File: config.mk
export PLATFORM = sky130hd
export DESIGN_NAME = oled_shape_cycler
export DESIGN_NICKNAME = d
export VERILOG_FILES = /design/src/rtl/oled_pkg.sv /design/src/rtl/btn_debounce.sv /design/src/rtl/oled_shape_cycler.sv
export SDC_FILE = /design/constraint.sdc
export NUM_CORES = 1
export LEC_CHECK = 0
export BUFFER_PORTS_ARGS = -buffer_cell sky130_fd_sc_hd__buf_4
export CAP_MARGIN = 0
export CORE_ASPECT_RATIO = 1.2
export CORE_MARGIN = 4
export CORE_UTILIZATION = 51
export DETAILED_ROUTE_END_ITERATION = 10
export HOLD_SLACK_MARGIN = 0.1
export PLACE_DENSITY = 0.82
export SYNTH_ARGS = -nofsm -noshare
export SYNTH_HDL_FRONTEND = slang
export SYNTH_HIERARCHICAL = 1
export SYNTH_SLANG_ARGS = --single-unit
File: constraint.sdc
create_clock -name clk -period 3.25 [get_ports clk]
set_input_delay 0 -clock clk [delete_from_list [all_inputs] [get_ports clk]]
set_output_delay 0 -clock clk [all_outputs]
set_load 0.01 [all_outputs]
File: src/rtl/oled_pkg.sv
`default_nettype none
// +--------------------------------------------------------------------+
// | Package     : oled_pkg                                              |
// | Description : Display geometry, RGB565 colours and the index-step   |
// |               encoding shared by the OLED shape cycler.             |
// | Revision    : 1.0 - initial release                                 |
// +--------------------------------------------------------------------+
package oled_pkg;

  localparam int DISP_W = 96;
  localparam int DISP_H = 64;
  localparam int PIX_W  = 13;

  localparam logic [15:0] COL_BLACK  = 16'h0000;
  localparam logic [15:0] COL_RED    = 16'hF800;
  localparam logic [15:0] COL_GREEN  = 16'h07E0;
  localparam logic [15:0] COL_ORANGE = 16'hFC00;
  localparam logic [15:0] COL_WHITE  = 16'hFFFF;

  // Direction the shape index takes on a given cycle.
  typedef enum logic [1:0] {
    STEP_NONE = 2'd0,
    STEP_UP   = 2'd1,
    STEP_DOWN = 2'd2
  } step_e;

endpackage
`default_nettype wire

File: src/rtl/btn_debounce.sv
`default_nettype none
// +--------------------------------------------------------------------+
// | Module      : btn_debounce                                          |
// | Description : Two-flop synchroniser, tick-based debounce and a      |
// |               one-cycle pulse on each accepted press.               |
// | Revision    : 1.0 - initial release                                 |
// +--------------------------------------------------------------------+
module btn_debounce
  import oled_pkg::*;
#(
  parameter int DEB_MS = 200
) (
  input  logic clk,
  input  logic rst_n,
  input  logic i_tick_en,
  input  logic i_btn,
  output logic o_press
);

  localparam int c_CNT_W = $clog2(DEB_MS + 1);
  localparam logic [c_CNT_W-1:0] c_CNT_LAST = c_CNT_W'(DEB_MS - 1);

  logic               r_sync1;
  logic               r_sync2;
  logic               r_stable;
  logic [c_CNT_W-1:0] r_cnt;
  logic               w_accept;

  // A new level is taken on the tick where it has differed for DEB_MS ticks.
  assign w_accept = i_tick_en && (r_sync2 != r_stable) && (r_cnt == c_CNT_LAST);
  // The press pulse coincides with the stable level rising, so the index can move on that same edge.
  assign o_press  = w_accept && r_sync2;

  // Bring the raw button into the clock domain.
  always_ff @(posedge clk or negedge rst_n) begin
    if (!rst_n) begin
      r_sync1 <= 1'b0;
      r_sync2 <= 1'b0;
    end else begin
      r_sync1 <= i_btn;
      r_sync2 <= r_sync1;
    end
  end

  // Count consecutive differing ticks; any agreeing tick restarts the count.
  always_ff @(posedge clk or negedge rst_n) begin
    if (!rst_n) begin
      r_stable <= 1'b0;
      r_cnt    <= '0;
    end else if (i_tick_en) begin
      if (r_sync2 == r_stable) begin
        r_cnt <= '0;
      end else if (w_accept) begin
        r_stable <= r_sync2;
        r_cnt    <= '0;
      end else begin
        r_cnt <= r_cnt + 1'b1;
      end
    end
  end

endmodule
`default_nettype wire

File: src/rtl/oled_shape_cycler.sv
`default_nettype none
// +--------------------------------------------------------------------+
// | Module      : oled_shape_cycler                                     |
// | Description : Button/auto driven shape index plus a two-stage       |
// |               border / window / ring pixel compositor.              |
// | Revision    : 1.0 - initial release                                 |
// +--------------------------------------------------------------------+
module oled_shape_cycler #(
  parameter int DISP_W     = oled_pkg::DISP_W,
  parameter int DISP_H     = oled_pkg::DISP_H,
  parameter int PIX_W      = oled_pkg::PIX_W,
  parameter int NUM_SHAPES = 7,
  parameter int SEL_W      = 3,
  parameter int TICK_DIV   = 25000,
  parameter int DEB_MS     = 200,
  parameter int AUTO_MS    = 1000,
  parameter int BORDER     = 7,
  parameter int WIN_X0     = 40,
  parameter int WIN_X1     = 56,
  parameter int WIN_Y0     = 24,
  parameter int WIN_Y1     = 40,
  parameter int RING_SPLIT = 4
) (
  input  logic                     clk,
  input  logic                     rst_n,
  input  logic                     i_btn_up,
  input  logic                     i_btn_down,
  input  logic                     i_auto_en,
  input  logic [PIX_W-1:0]         i_pixel_index,
  input  logic [16*NUM_SHAPES-1:0] i_shape_colors,
  input  logic [15:0]              i_border_color,
  input  logic [15:0]              i_ring_a_color,
  input  logic [15:0]              i_ring_b_color,
  output logic [SEL_W-1:0]         o_sel_idx,
  output logic                     o_press_pulse,
  output logic [15:0]              o_color_out
);

  import oled_pkg::*;

  localparam int c_X_W    = $clog2(DISP_W);
  localparam int c_Y_W    = $clog2(DISP_H);
  localparam int c_TICK_W = $clog2(TICK_DIV + 1);
  localparam int c_AUTO_W = $clog2(AUTO_MS + 1);

  localparam logic [c_TICK_W-1:0] c_TICK_LAST = c_TICK_W'(TICK_DIV - 1);
  localparam logic [c_AUTO_W-1:0] c_AUTO_LAST = c_AUTO_W'(AUTO_MS - 1);
  localparam logic [SEL_W-1:0]    c_SEL_LAST  = SEL_W'(NUM_SHAPES - 1);
  localparam logic [SEL_W-1:0]    c_SPLIT     = SEL_W'(RING_SPLIT);
  localparam logic [PIX_W-1:0]    c_PIX_W_DIV = PIX_W'(DISP_W);
  localparam logic [PIX_W-1:0]    c_PIX_H_LIM = PIX_W'(DISP_H);
  localparam logic [c_X_W-1:0]    c_BX_LO     = c_X_W'(BORDER);
  localparam logic [c_X_W-1:0]    c_BX_HI     = c_X_W'(DISP_W - BORDER);
  localparam logic [c_Y_W-1:0]    c_BY_LO     = c_Y_W'(BORDER);
  localparam logic [c_Y_W-1:0]    c_BY_HI     = c_Y_W'(DISP_H - BORDER);
  localparam logic [c_X_W-1:0]    c_WX0       = c_X_W'(WIN_X0);
  localparam logic [c_X_W-1:0]    c_WX1       = c_X_W'(WIN_X1);
  localparam logic [c_Y_W-1:0]    c_WY0       = c_Y_W'(WIN_Y0);
  localparam logic [c_Y_W-1:0]    c_WY1       = c_Y_W'(WIN_Y1);

  logic [c_TICK_W-1:0] r_tick_cnt;
  logic [c_AUTO_W-1:0] r_auto_cnt;
  logic [SEL_W-1:0]    r_sel;
  logic                r_pulse;
  logic                w_tick_en;
  logic                w_up_press;
  logic                w_dn_press;
  step_e               w_step;
  logic [SEL_W-1:0]    w_sel_next;

  logic [c_X_W-1:0]    r_x;
  logic [c_Y_W-1:0]    r_y;
  logic                r_p_valid;
  logic [SEL_W-1:0]    r_p_sel;
  logic [PIX_W-1:0]    w_row;
  logic                w_border;
  logic                w_window;
  logic [15:0]         w_color;
  logic [15:0]         r_color;

  assign o_sel_idx     = r_sel;
  assign o_press_pulse = r_pulse;
  assign o_color_out   = r_color;

  // 1 ms time base shared by both debouncers and the auto-advance counter.
  assign w_tick_en = (r_tick_cnt == c_TICK_LAST);

  // Free-running tick divider.
  always_ff @(posedge clk or negedge rst_n) begin
    if (!rst_n)         r_tick_cnt <= '0;
    else if (w_tick_en) r_tick_cnt <= '0;
    else                r_tick_cnt <= r_tick_cnt + 1'b1;
  end

  btn_debounce #(.DEB_MS(DEB_MS)) u_deb_up (
    .clk       (clk),
    .rst_n     (rst_n),
    .i_tick_en (w_tick_en),
    .i_btn     (i_btn_up),
    .o_press   (w_up_press)
  );

  btn_debounce #(.DEB_MS(DEB_MS)) u_deb_dn (
    .clk       (clk),
    .rst_n     (rst_n),
    .i_tick_en (w_tick_en),
    .i_btn     (i_btn_down),
    .o_press   (w_dn_press)
  );

  // Pick this cycle's step: simultaneous presses cancel, manual beats auto.
  always_comb begin
    w_step = STEP_NONE;
    if (w_up_press && w_dn_press)                                  w_step = STEP_NONE;
    else if (w_up_press)                                           w_step = STEP_UP;
    else if (w_dn_press)                                           w_step = STEP_DOWN;
    else if (i_auto_en && w_tick_en && (r_auto_cnt == c_AUTO_LAST)) w_step = STEP_UP;
  end

  // Wrap the index inside 0..NUM_SHAPES-1 in both directions.
  always_comb begin
    w_sel_next = r_sel;
    case (w_step)
      STEP_UP:   w_sel_next = (r_sel == c_SEL_LAST) ? '0 : r_sel + 1'b1;
      STEP_DOWN: w_sel_next = (r_sel == '0) ? c_SEL_LAST : r_sel - 1'b1;
      default:   w_sel_next = r_sel;
    endcase
  end

  // Index register and its step pulse move together.
  always_ff @(posedge clk or negedge rst_n) begin
    if (!rst_n) begin
      r_sel   <= '0;
      r_pulse <= 1'b0;
    end else begin
      r_sel   <= w_sel_next;
      r_pulse <= (w_step != STEP_NONE);
    end
  end

  // Auto-advance interval counter; a manual press restarts the interval.
  always_ff @(posedge clk or negedge rst_n) begin
    if (!rst_n)                                    r_auto_cnt <= '0;
    else if (!i_auto_en || w_up_press || w_dn_press) r_auto_cnt <= '0;
    else if (w_tick_en)
      r_auto_cnt <= (r_auto_cnt == c_AUTO_LAST) ? '0 : r_auto_cnt + 1'b1;
  end

  // Row number; comparing it against the height doubles as the in-range test.
  assign w_row = i_pixel_index / c_PIX_W_DIV;

  // Stage 1: split the index into x/y and freeze the shape index for this pixel.
  always_ff @(posedge clk or negedge rst_n) begin
    if (!rst_n) begin
      r_x       <= '0;
      r_y       <= '0;
      r_p_valid <= 1'b0;
      r_p_sel   <= '0;
    end else begin
      r_x       <= c_X_W'(i_pixel_index % c_PIX_W_DIV);
      r_y       <= c_Y_W'(w_row);
      r_p_valid <= (w_row < c_PIX_H_LIM);
      r_p_sel   <= r_sel;
    end
  end

  // Stage 2 region decode: off-screen, then border, then window, then ring.
  always_comb begin
    w_border = (r_x < c_BX_LO) || (r_x >= c_BX_HI) || (r_y < c_BY_LO) || (r_y >= c_BY_HI);
    w_window = (r_x >= c_WX0) && (r_x <= c_WX1) && (r_y >= c_WY0) && (r_y <= c_WY1);
    w_color  = COL_BLACK;
    if (!r_p_valid)            w_color = COL_BLACK;
    else if (w_border)         w_color = i_border_color;
    else if (w_window)         w_color = (r_p_sel == '0) ? COL_BLACK
                                                         : i_shape_colors[{r_p_sel, 4'b0000} +: 16];
    else if (r_p_sel < c_SPLIT) w_color = i_ring_a_color;
    else                       w_color = i_ring_b_color;
  end

  // Stage 2 output register.
  always_ff @(posedge clk or negedge rst_n) begin
    if (!rst_n) r_color <= '0;
    else        r_color <= w_color;
  end

endmodule
`default_nettype wire

==> results.sh <==
export IMPL_wl_mm=17.2
export IMPL_rr_worst_depth=12
export IMPL_status="finished clean"
export IMPL_netlist_instances=635
export IMPL_endpoint_kind="flip-flop"
export IMPL_core_um2=10500
export IMPL_tns_ns=0
export IMPL_cts_tree="built"
export IMPL_vias_per_cell=5.80
export IMPL_antenna_found_initial=5
export IMPL_synth_seq_cells=84
export IMPL_fp_dieW_um=102
export IMPL_die_h_um=121
export IMPL_synthesis_area_um2=5460
export IMPL_layout_common_cells="193 x buf_4, 84 x dfrtp_1, 68 x nand2_1, 52 x nor2_1, 52 x a21oi_1"
export IMPL_mostFrequentLayoutCell="buf_4"
export IMPL_finalNetCount=1022
export IMPL_port_buffers=182
export IMPL_hold_start="i_pixel_index[9]"
export IMPL_drcViolationCount=0
export IMPL_cp_required_ns=3.45
export IMPL_crit_arrival_ns=3.08
export IMPL_drive_gt1_frac=0.274
export IMPL_numCtsBuffers=9
export IMPL_ys_flop_type="dfrtp_1"
export IMPL_leakage_nw=3.49
export IMPL_powerDensity_nw_per_um2=381
export IMPL_yosys_cell_types_count=66
export IMPL_path_class="flip-flop to flip-flop"
export IMPL_syn_num_nets=825
export IMPL_async_flop_share=1.00
export IMPL_startpoint_type="flip-flop"
export IMPL_drv_slew=0
export IMPL_drtAntennaViolNets=0
export IMPL_dp_hpwl_mm=12.6
export IMPL_crit_path_top_delay_cell="dfrtp_1"
export IMPL_rsz0062_at_grt="no"
export IMPL_dieArea_um2=12400
export IMPL_crit_path_frequent_cell="a31oi_1"
export IMPL_rows=41
export IMPL_io_pins=198
export IMPL_grt_first_pass_wirelength_mm=26.2
export IMPL_areaGrowthSynthToFinish_pct=38.5
export IMPL_tightest_slew_ns=1.02
export IMPL_clockBufferDepth=2
export IMPL_drv_cap=0
export IMPL_hp_class="input pin to flip-flop"
export IMPL_gr_total_overflow=0
export IMPL_clockRootBuffer="clkbuf_16"
export IMPL_path_cells="nand4bb_1 -> nor4b_2 -> nand4_2 -> inv_2 -> inv_1 -> nor2_1 -> and3_1 -> a31oi_1 -> or2_2 -> ha_1 -> a21oi_1 -> a31oi_1"
export IMPL_dr_first_iter_drc_count=322
export IMPL_grt_max_degree=85
export IMPL_hold_violations=0
export IMPL_cts_max_level=3
export IMPL_fin_crit_ns=2.88
export IMPL_wl_per_cell_um=17.8
export IMPL_r2r_start="r_tick_cnt[12]"
export IMPL_reg2reg_slack_ns=0.37
export IMPL_min_path_cells=3
export IMPL_cp_slowest_stage_delay_ns=0.42
export IMPL_slew_limit_headroom=0.318
export IMPL_utilization=0.722
export IMPL_grt_pass1_vias=5321
export IMPL_cts_resized=0
export IMPL_hold_path_end="r_y[3]"
export IMPL_initial_utilization=0.521
export IMPL_gp_congestion=0.928
export IMPL_clock_sinks=84
export IMPL_yosysWarnings=6
export IMPL_fmax_mhz=347
export IMPL_clock_latency_ns=0.33
export IMPL_ir_worst_vdd_uv=381
export IMPL_r2r_end="o_sel_idx[2]"
export IMPL_synth_avg_cell_area_um2=8.59
export IMPL_cts_reportedPaths_clkPinSlew_ns=0.06
export IMPL_fin_worst_skew_ns=0.00601
export IMPL_critPathMaxFanout=6
export IMPL_synth_edf_count=0
export IMPL_ys_seq_area_frac=0.385
export IMPL_first_pass_iters=4
export IMPL_grtUsageTotal=0.269
export IMPL_fin_crit_sh=0.886
export IMPL_via_count=5610
export IMPL_worst_hold_slack_ns=0.133
export IMPL_finalSetupViolCount=0
timing repair:
item / in CTS / in global routing
buffers inserted: 0 / 0
hold buffers: 33 / 0
hold endpoints to repair: 116 / 0
synth_stat cells (12+ instances only):
cell,n,area [µm²]
a21oi_1,52,260
a21boi_1,14,105
nand2_1,68,255
dfrtp_1,84,2100
nor2b_1,34,213
a211o_1,17,149
a211oi_1,17,128
o22ai_1,30,188
o21ai_0,38,190
ha_1,12,150
nand3_1,15,75.1
clkbuf_1,22,82.6
nor2_1,52,195
routing by layer:
metal	up-vias	global-route usage	part of all wire
li1	2716	-	-
met1	2640	0.318	0.38
met2	210	0.462	0.50
met3	36	0.0753	0.094
met4	8	0.0927	0.026
met5	-	0	0.0040
kinds of logic after synthesis:
kind of cell / count (synthesis) / share of synthesized area
AOI/OAI and AO/OA: 216 / 0.262
and+or+nand+nor: 243 / 0.235
xor gates and xnor gates: 21 / 0.0351
muxes: 4 / 0.0101
adders and majority gates: 12 / 0.0275
DFF: 84 / 0.385
buffers and inverters: 55 / 0.0459
worst max path at each step:
| stage | end | depth (start not counted) | from | slack [ns] |
|---|---|---|---|---|
| 3_5_place_dp | o_sel_idx[2] | 12 | r_tick_cnt[11] | 0.42 |
| 3_3_place_gp | o_sel_idx[2] | 12 | r_tick_cnt[11] | 0.53 |
| 5_1_grt | o_sel_idx[2] | 12 | r_tick_cnt[11] | 0.11 |
| 6_report | o_sel_idx[2] | 12 | r_tick_cnt[12] | 0.37 |
| 2_1_floorplan | o_sel_idx[2] | 13 | r_tick_cnt[11] | 0.29 |
| 4_1_cts | o_sel_idx[2] | 12 | r_tick_cnt[11] | 0.40 |
cell type report:
class                      count  area (µm²)
timing repair buffer         226        1780
sequential                    84        2100
inverter                      15        56.3
antenna                        1        2.50
fill                         762        2910
multi-input combinational    496        3100
clock inverter                 6         111
tap                          129         161
clock buffer                  10         239
power breakdown:
group          leakage, nW  internal (W)  total [W]  switching (W)
Clock                0.169      0.000771    0.00117       0.000403
Combinational         2.23      0.000316   0.000567       0.000251
Sequential            1.10       0.00111    0.00114      0.0000303
Total                 3.49       0.00220    0.00288       0.000685
metrics by stage:
stage / cells / area [µm²] / worst slack (ns) / power (W)
final: 967 / 7560 / 0.370 / 0.00288
after global routing: 966 / 7550 / 0.109 / 0.00300
after CTS: 966 / 7550 / 0.398 / 0.00290
after detailed placement: 917 / 6870 / 0.422 / 0.00169
after global placement: 917 / 6870 / 0.532 / 0.00168
after floorplan: 635 / 5460 / 0.294 / 0.00139
registers in the layout, indices dropped and copies added (netlist names):
name and flops:
u_deb_dn/r_stable 1, r_tick_cnt 15, u_deb_dn/r_sync2 1, o_press_pulse 1
r_x 7, u_deb_up/r_cnt 8, r_p_valid 1, u_deb_up/r_sync1 1
o_color_out 16, u_deb_dn/r_sync1 1, u_deb_up/r_sync2 1, r_p_sel 3
o_sel_idx 3, r_y 6, r_auto_cnt 10, u_deb_dn/r_cnt 8
u_deb_up/r_stable 1
worst max-delay path, delay by kind of cell (launching register included):
| kind | cells | cell delay (ns) |
|---|---|---|
| AO/OA/AOI/OAI | 3 | 0.26 |
| adder cells (fa/ha/maj) | 1 | 0.37 |
| buffers and inverters | 2 | 0.24 |
| flip-flops | 1 | 0.42 |
| AND/OR/NAND/NOR | 6 | 1.44 |
(Power assumes the default switching activity.)
